$ cat src/rtl/pcs_pkg.sv
// Shared definitions for the 64b/66b receive PCS: lock FSM states and sync-header codes.
// Used by the block-lock FSM and by the test bench.
package pcs_pkg;

    typedef enum logic [1:0] {
        RESET_CNT,
        HUNT,
        SLIP,
        LOCKED
    } lock_state_t;

    localparam logic [1:0] SH_DATA = 2'b01;
    localparam logic [1:0] SH_CTRL = 2'b10;

    // Only 01 and 10 carry a real 64b/66b block; 00 and 11 indicate misalignment.
    function automatic logic hdr_is_valid(input logic [1:0] h);
        return (h == SH_DATA) || (h == SH_CTRL);
    endfunction

endpackage

$ cat src/rtl/pcs_block_lock.sv
// 64b/66b block-lock FSM: hunts for sync-header alignment, requests gearbox slips,
// and qualifies descrambler output once lock is held and the descrambler is flushed.
module pcs_block_lock
    import pcs_pkg::*;
#(
    parameter int SH_CNT_MAX   = 64,
    parameter int SH_INVLD_MAX = 16,
    parameter int SLIP_WAIT    = 4
) (
    input  logic       CLK,
    input  logic       rst,
    input  logic       hdr_vld,
    input  logic [1:0] hdr,
    output logic       slip,
    output logic       block_lock,
    output logic       data_valid,
    output logic [7:0] lock_loss_cnt
);

    localparam int CNT_W  = $clog2(SH_CNT_MAX + 1);
    localparam int WAIT_W = $clog2(SLIP_WAIT + 1);

    localparam logic [CNT_W-1:0]  CNT_LAST   = CNT_W'(SH_CNT_MAX);
    localparam logic [CNT_W-1:0]  INVLD_LAST = CNT_W'(SH_INVLD_MAX);
    localparam logic [WAIT_W-1:0] WAIT_LAST  = WAIT_W'(SLIP_WAIT);

    lock_state_t       state, state_nxt;
    logic [CNT_W-1:0]  sh_cnt, sh_cnt_nxt;
    logic [CNT_W-1:0]  sh_invld_cnt, sh_invld_cnt_nxt;
    logic [WAIT_W-1:0] wait_cnt, wait_cnt_nxt;
    logic              hdr_ok;
    logic              flushed;

    assign hdr_ok = hdr_is_valid(hdr);

    // NOTE: every variable gets a default before the case so no path can infer a latch.
    always_comb begin
        state_nxt        = state;
        sh_cnt_nxt       = sh_cnt;
        sh_invld_cnt_nxt = sh_invld_cnt;
        wait_cnt_nxt     = wait_cnt;

        unique case (state)
            RESET_CNT: begin
                sh_cnt_nxt       = '0;
                sh_invld_cnt_nxt = '0;
                state_nxt        = HUNT;
            end

            HUNT: begin
                if (hdr_vld) begin
                    sh_cnt_nxt = sh_cnt + 1'b1;
                    if (!hdr_ok) begin
                        state_nxt    = SLIP;
                        wait_cnt_nxt = '0;
                    end else if (sh_cnt_nxt == CNT_LAST) begin
                        state_nxt        = LOCKED;
                        sh_cnt_nxt       = '0;
                        sh_invld_cnt_nxt = '0;
                    end
                end
            end

            // wait_cnt is 0 during the slip-pulse cycle, then counts SLIP_WAIT quiet cycles.
            SLIP: begin
                if (wait_cnt == WAIT_LAST) begin
                    state_nxt = RESET_CNT;
                end else begin
                    wait_cnt_nxt = wait_cnt + 1'b1;
                end
            end

            LOCKED: begin
                if (hdr_vld) begin
                    sh_cnt_nxt       = sh_cnt + 1'b1;
                    sh_invld_cnt_nxt = sh_invld_cnt + CNT_W'(!hdr_ok);
                    // Lock loss is tested first so it wins on the window-ending header.
                    if (sh_invld_cnt_nxt == INVLD_LAST) begin
                        state_nxt    = SLIP;
                        wait_cnt_nxt = '0;
                    end else if (sh_cnt_nxt == CNT_LAST) begin
                        sh_cnt_nxt       = '0;
                        sh_invld_cnt_nxt = '0;
                    end
                end
            end

            default: state_nxt = RESET_CNT;
        endcase
    end

    // NOTE: sequential state uses non-blocking assignments so every flop samples pre-edge values.
    always_ff @(posedge CLK) begin
        if (rst) begin
            state        <= RESET_CNT;
            sh_cnt       <= '0;
            sh_invld_cnt <= '0;
            wait_cnt     <= '0;
        end else begin
            state        <= state_nxt;
            sh_cnt       <= sh_cnt_nxt;
            sh_invld_cnt <= sh_invld_cnt_nxt;
            wait_cnt     <= wait_cnt_nxt;
        end
    end

    // Outputs come straight from flops, computed from the next state.
    always_ff @(posedge CLK) begin
        if (rst) begin
            slip          <= 1'b0;
            block_lock    <= 1'b0;
            data_valid    <= 1'b0;
            flushed       <= 1'b0;
            lock_loss_cnt <= '0;
        end else begin
            slip       <= (state != SLIP) && (state_nxt == SLIP);
            block_lock <= (state_nxt == LOCKED);
            data_valid <= hdr_vld && flushed && (state_nxt == LOCKED);

            // The first block after lock only primes the descrambler's feed-forward state.
            if (state_nxt != LOCKED) begin
                flushed <= 1'b0;
            end else if ((state == LOCKED) && hdr_vld) begin
                flushed <= 1'b1;
            end

            if ((state == LOCKED) && (state_nxt == SLIP) && (lock_loss_cnt != 8'hFF)) begin
                lock_loss_cnt <= lock_loss_cnt + 8'd1;
            end
        end
    end

endmodule
$ cat config.mk
export PLATFORM = sky130hd
export DESIGN_NAME = pcs_block_lock
export DESIGN_NICKNAME = d
export VERILOG_FILES = /design/src/rtl/pcs_pkg.sv /design/src/rtl/pcs_block_lock.sv
export SDC_FILE = /design/constraint.sdc
export NUM_CORES = 1
export LEC_CHECK = 0
export BUFFER_PORTS_ARGS = -buffer_cell sky130_fd_sc_hd__buf_2
export CAP_MARGIN = 0
export CORE_ASPECT_RATIO = 1.4
export CORE_MARGIN = 3
export CORE_UTILIZATION = 27
export CTS_CLUSTER_DIAMETER = 60
export DETAILED_ROUTE_END_ITERATION = 6
export HOLD_SLACK_MARGIN = 0.02
export SLEW_MARGIN = 40
export SYNTH_ARGS = -nofsm -noshare
export SYNTH_HDL_FRONTEND = slang
export SYNTH_SLANG_ARGS = --single-unit
export TNS_END_PERCENT = 5
$ cat constraint.sdc
create_clock -name CLK -period 6.04 [get_ports CLK]
set_input_delay 0.302 -clock CLK [delete_from_list [all_inputs] [get_ports CLK]]
set_output_delay 0.302 -clock CLK [all_outputs]
set_load 0.03 [all_outputs]
==> results.toml, run 1 <==
[setup_path]
crit_path_start = "hdr[1]"
cp_max_fo = 8
r2r-start = "sh_invld_cnt[0]"
path_class = "input port to flip-flop"
required_ns = 6.21
cp-end-kind = "flip-flop"
cp-start-kind = "input port"
worst_path_max_delay_cell = "nor4_1"
crit_chain = "buf_2 > xor2_1 > inv_1 > ha_1 > ha_1 > xnor2_1 > nand3_1 > mux2i_1 > nand3_1 > nor4_1 > xnor2_1 > nor2_1"
crit_arrival_ns = 2.95
regToRegSetupSlack_ns = 3.56
slowest_delay_ns = 0.39
crit_family = "simple AND/OR/NAND/NOR gates"
critical_path_buf_inv_count = 2

[timing]
hold_viol = 0
post-route-period-util_pct = 46.16
fmax_ghz = 0.3587
report.final.slew_viol_count = 0
finalWorstSetupSlack_ns = 3.252
post-route-min-period_ns = 2.788
grt_setup_unrepaired = "false"
setup_viol = 0
finClkSkew_ns = 0.006168
slew_headroom_pct = 63.89
timing.setup.tns_ns = 0
worst_pin_slew_ns = 0.5416

[logic_synthesis]
ys_ff_latch = 31
synth_area_per_cell_um2 = 8.174
synth_ff_type = "dfxtp_1"
synth_edf_count = 0
synth_area_mm2 = 0.001749
async_flop_share_pct = 0
syn_inst = 214
syn-num-nets = 226
synth_cell_types = 49
yosysSeqAreaShare_pct = 35.48
ys_warn_count = 0

[grt]
grt_max_degree = 28
antenna_found_initial = 0
grt_first_pass_wirelength_um = 6699
grt_pass1_vias = 1430
grt_usage_pct = 11.46
grt-ovfl-total = 0

[final_layout]
final_cell_mix = "dfxtp_1 (31), nor2_1 (24), nand2_1 (23)"
final.fill_count = 634
final_util_pct = 31.23
syn2layout_area_growth_pct = 11.66
final_common_cell = "dfxtp_1"
diodes = 0
fin_nets = 236
drive_gt1_share_pct = 14.67

[drt]
via_per_inst = 5.141
via_count = 1527
wire_per_inst_um = 12.87
route.detailed.drc = 0
wl_um = 3821
drt_first_pass_iters = 4
final_antenna_net_count = 0
drt_iter0_drc = 40

[clocking]
postCtsHoldBufs = 0
htreeDepth = 2
ctsLongestPathBuffers = 2
post_cts_resized = 0
cts_inserted_buffers = 5
path_clk_slew_ns = 0.07
cts_tree = "yes"
clock_sinks = 31
insertion_delay_ns = 0.29
cts_root_buf = "clkbuf_8"
cts_setup_buffers = 0

[floorplan]
die_y_um = 101.2
initial_core_util_pct = 27.97
fp.dieW_um = 74.03
die_area_mm2 = 0.007494
ios = 16
rows = 34
core_area_mm2 = 0.006254

[pwr]
ir_drop_v = 0.00009410
powerDensity_mw_per_mm2 = 222.0
leakage_uw = 0.0007162

[min_path]
hp-start = "hdr_vld"
hold_path.class = "input port to flip-flop"

[placed_design]
dp_slack_ns = 3.004
place.port_buffers = 15
dpl.hpwl_um = 2710
gp_congestion = 0.7685

[run]
maxCapViolations = 0

[outcome]
outcome = "finished, final reports clean"
state kept, by name, summed over array words and instances (netlist names):
name           count
sh_cnt             7
wait_cnt           3
slip               1
data_valid         1
lock_loss_cnt      8
flushed            1
block_lock         1
state              2
sh_invld_cnt       7
cell type report:
| cell class | count | area, um^2 | area share [%] |
|---|---|---|---|
| multi-input combinational | 166 | 1045 | 53.49 |
| sequential | 31 | 620.6 | 31.77 |
| clock buffer | 7 | 96.34 | 4.933 |
| tap | 72 | 90.09 | 4.612 |
| timing repair buffer | 15 | 75.07 | 3.844 |
| inverter | 5 | 18.77 | 0.9609 |
| clock inverter | 1 | 7.507 | 0.3844 |
power by group:
group | switching (uW) | internal, uW
combinational | 22.9 | 12.3
clock | 82.9 | 104
sequential | 4.90 | 207
total | 111 | 323
path summary, 6_finish.rpt:
kind,end,cells after the start
min reg2reg,sh_invld_cnt[0],2
max reg2reg,lock_loss_cnt[7],9
min,data_valid,2
max,lock_loss_cnt[7],12
logic make-up (layout without fill, tap and decap cells):
| group | after synthesis | after routing | synth area share, % |
|---|---|---|---|
| compound gates | 48 | 48 | 19.31 |
| flops | 31 | 31 | 35.48 |
| buf+inv | 17 | 28 | 4.793 |
| fa+ha+maj | 7 | 7 | 5.007 |
| mux | 4 | 4 | 2.432 |
| simple gates | 98 | 98 | 28.47 |
| xor+xnor | 9 | 9 | 4.507 |
worst register-to-register path: cells and delay by family, from the launching register on:
kind | cells | cell delay, ns
simple gates | 4 | 0.88
xor+xnor | 2 | 0.31
mux | 1 | 0.30
flops | 1 | 0.34
fa+ha+maj | 2 | 0.53
layer usage:
layer,share of wire [%],vias up,GRT usage (%)
li1,-,791,-
met1,44,698,12.91
met5,0,-,0
met4,3.0,0,6.834
met3,2.9,6,2.483
met2,50,32,19.40
Yosys cell counts (2+ instances only):
cell type / number / share of area [%]
a21oi_1: 10 / 2.9
a311o_1: 2 / 1.1
a311oi_1: 2 / 1.0
a31o_2: 2 / 1.0
a31oi_1: 7 / 2.5
a32o_1: 2 / 1.1
and2_1: 2 / 0.72
and3_1: 4 / 1.4
buf_6: 2 / 1.3
clkbuf_1: 7 / 1.5
dfxtp_1: 31 / 35
ha_1: 7 / 5.0
inv_1: 5 / 1.1
mux2_2: 2 / 1.3
mux2i_1: 2 / 1.1
nand2_1: 23 / 4.9
nand2b_1: 2 / 0.72
nand3_1: 16 / 4.6
nand4_1: 2 / 0.72
nand4b_1: 2 / 1.0
nor2_1: 24 / 5.2
nor2b_1: 2 / 0.72
nor3_1: 7 / 2.0
nor4_1: 4 / 1.4
nor4b_1: 2 / 1.0
o21a_1: 3 / 1.3
o21ai_0: 10 / 2.9
or3b_1: 2 / 1.0
xnor2_1: 6 / 3.0
xor2_1: 3 / 1.5
metrics by stage:
step	hold WS [ns]	cell area [um^2]	instances	total power (uW)
finish	0.3785	1953	297	433.6
global route	0.3840	1953	297	449.8
CTS	0.3663	1953	297	440.3
detailed placement	0.4603	1849	289	251.6
global placement	0.4506	1849	289	251.9
floorplan	0.4362	1749	214	242.7
Note: power is estimated with default switching activity, not from simulation.
==> run 2: changes to the inputs <==
==> constraint.sdc (replaced) <==
create_clock -name CLK -period 2.5 [get_ports CLK]
set_input_delay 0.125 -clock CLK [delete_from_list [all_inputs] [get_ports CLK]]
set_output_delay 0.125 -clock CLK [all_outputs]
set_load 0.03 [all_outputs]
==> run 2 against run 1 <==
  * Setup slack lost 3.1 ns
  * Clock skew fell by 0.0012 ns
  * Sequential share of layout area is 1.2 points lower
  * Register-to-register slack worse by 3.4 ns
  * Total power is 140% higher
  * Count of clock-buffer cells in the layout unchanged
  * Global-route usage fell by 0.24 points
  * Die area did not move
  * Hold slack worse by 0.15 ns
  * Clock power grew 140%
  * Sequential cell count stayed put
  * Critical endpoint is now sh_invld_cnt[3]
==> results.toml, run 2 (synthesis results as in run 1) <==
[floorplan]
initial_core_util_pct = 27.97
ios = 16
rows = 34
core_area_mm2 = 0.006254
fp.dieW_um = 74.03
die_area_mm2 = 0.007494
die_y_um = 101.2

[setup_path]
crit_chain = "ha_1 > and3_4 > nor3_2 > a31oi_1 > or3b_1 > buf_4 > nand4b_1 > nor4_1 > a311o_1"
cp-end-kind = "flip-flop"
worst_path_max_delay_cell = "or3b_1"
cp_max_fo = 6
crit_path_start = "sh_cnt[0]"
reg2reg_to = "sh_invld_cnt[3]"
ff2ff_path_depth = 9
regToRegSetupSlack_ns = 0.20
endpoint = "sh_invld_cnt[3]"
crit_arrival_ns = 2.48
r2r-start = "sh_cnt[0]"
slowest_delay_ns = 0.48
required_ns = 2.67
path_class = "flip-flop to flip-flop"
cp-start-kind = "flip-flop"

[final_layout]
top_regs = "lock_loss_cnt: 8 flops, sh_cnt: 7 flops, sh_invld_cnt: 7 flops"
fin_nets = 246
seqCellArea_um2 = 620.6
final.fill_count = 663
syn2layout_area_growth_pct = 15.95
multiInputGateArea_mm2 = 0.001045
final_cell_mix = "dfxtp_1 (31), nor2_1 (24), nand2_1 (23)"
regMostFlops = "lock_loss_cnt"
final_common_cell = "dfxtp_1"
final_util_pct = 32.43
drive_gt1_share_pct = 18.30
largest_reg_flops = 8
diodes = 0

[timing]
fmax_ghz = 0.4340
worst_pin_slew_ns = 0.5500
post-route-min-period_ns = 2.304
timing.setup.tns_ns = 0
setup_viol = 0
hold_viol = 0
report.final.slew_viol_count = 0
slew_headroom_pct = 63.34
post-route-period-util_pct = 92.16
finClkSkew_ns = 0.004998
grt_setup_unrepaired = "false"

[drt]
wl_um = 3882
final_antenna_net_count = 0
via_count = 1562
route.detailed.drc = 0
via_per_inst = 5.088
drt_first_pass_iters = 4
wire_per_inst_um = 12.64
drt_iter0_drc = 68

[grt]
antenna_found_initial = 0
grt_max_degree = 28
met1_usage_pct = 12.85
grtUsageMet3_pct = 2.781
grt_pass1_vias = 1454
grt_usage_pct = 11.22
use_met2_pct = 18.92
grt-ovfl-total = 0
grt-busiest-layer = "met2"
grt_first_pass_wirelength_um = 6575

[clocking]
htreeDepth = 2
post_cts_resized = 0
ctsLongestPathBuffers = 2
path_clk_slew_ns = 0.07
cts_inserted_buffers = 5
cts_root_buf = "clkbuf_8"
insertion_delay_ns = 0.28
postCtsHoldBufs = 0
clock_sinks = 31
cts_tree = "yes"
cts_setup_buffers = 0

[placed_design]
gp_congestion = 0.7573
dpl.hpwl_um = 2884
place.port_buffers = 15

[pwr]
ir_drop_v = 0.0002335
powerDensity_mw_per_mm2 = 516.2
leakage_uw = 0.0007671

[run]
maxCapViolations = 0

[outcome]
outcome = "finished, final reports clean"

[min_path]
hold_path.class = "input port to flip-flop"
hold_depth = 2
-- run 2: per-stage QoR --
| step | hold WS, ns | cell area (um^2) | worst slack [ns] | power, uW | cells |
|---|---|---|---|---|---|
| finish | 0.2275 | 2028 | 0.1960 | 1047 | 307 |
| global route | 0.2116 | 2028 | 0.05559 | 1086 | 307 |
| floorplan | 0.4362 | 1749 | 0.1298 | 586.4 | 214 |
| detailed placement | 0.4539 | 1924 | -0.001797 | 615.4 | 299 |
| global placement | 0.4533 | 1924 | 0.1037 | 615.6 | 299 |
| CTS | 0.2092 | 2028 | 0.1955 | 1066 | 307 |
-- run 2: cell type report --
class                   count  area share (%)
repair buffers             25           7.403
multi-input cells         166           51.51
clock buffers               7           4.750
flip-flops and latches     31           30.60
clock inverters             1          0.3701
inverters                   5          0.9254
well taps                  72           4.442
-- run 2: power by group --
group / internal, uW / leakage (uW) / total [uW] / switching (uW)
Clock: 250 / 0.0000505 / 443 / 193
Sequential: 500 / 0.000250 / 511 / 10.8
Combinational: 36.1 / 0.000466 / 92.9 / 56.8
Total: 786 / 0.000767 / 1050 / 260
-- run 2: per-layer routing --
| layer | up-vias | part of all wire (%) |
|---|---|---|
| met1 | 720 | 44 |
| met5 | - | 0 |
| met3 | 8 | 2.4 |
| met2 | 20 | 51 |
| met4 | 0 | 2.9 |
| li1 | 814 | - |
-- run 2: worst min path at each step --
| stage | start | to | slack, ns |
|---|---|---|---|
| after floorplan | sh_invld_cnt[0] | sh_invld_cnt[0] | 0.44 |
| after global placement | sh_invld_cnt[0] | sh_invld_cnt[0] | 0.45 |
| after detailed placement | sh_invld_cnt[0] | sh_invld_cnt[0] | 0.45 |
| after CTS | hdr_vld | data_valid | 0.21 |
| after global routing | hdr_vld | data_valid | 0.21 |
| final | hdr_vld | data_valid | 0.23 |
-- run 2: worst max-delay path: cells and delay by family (launching register included) --
kind	cells	cell delay, ns
AO/OA/AOI/OAI	2	0.39
adder cells (fa/ha/maj)	1	0.25
buffers and inverters	1	0.20
flip-flops	1	0.32
AND/OR/NAND/NOR	5	1.04
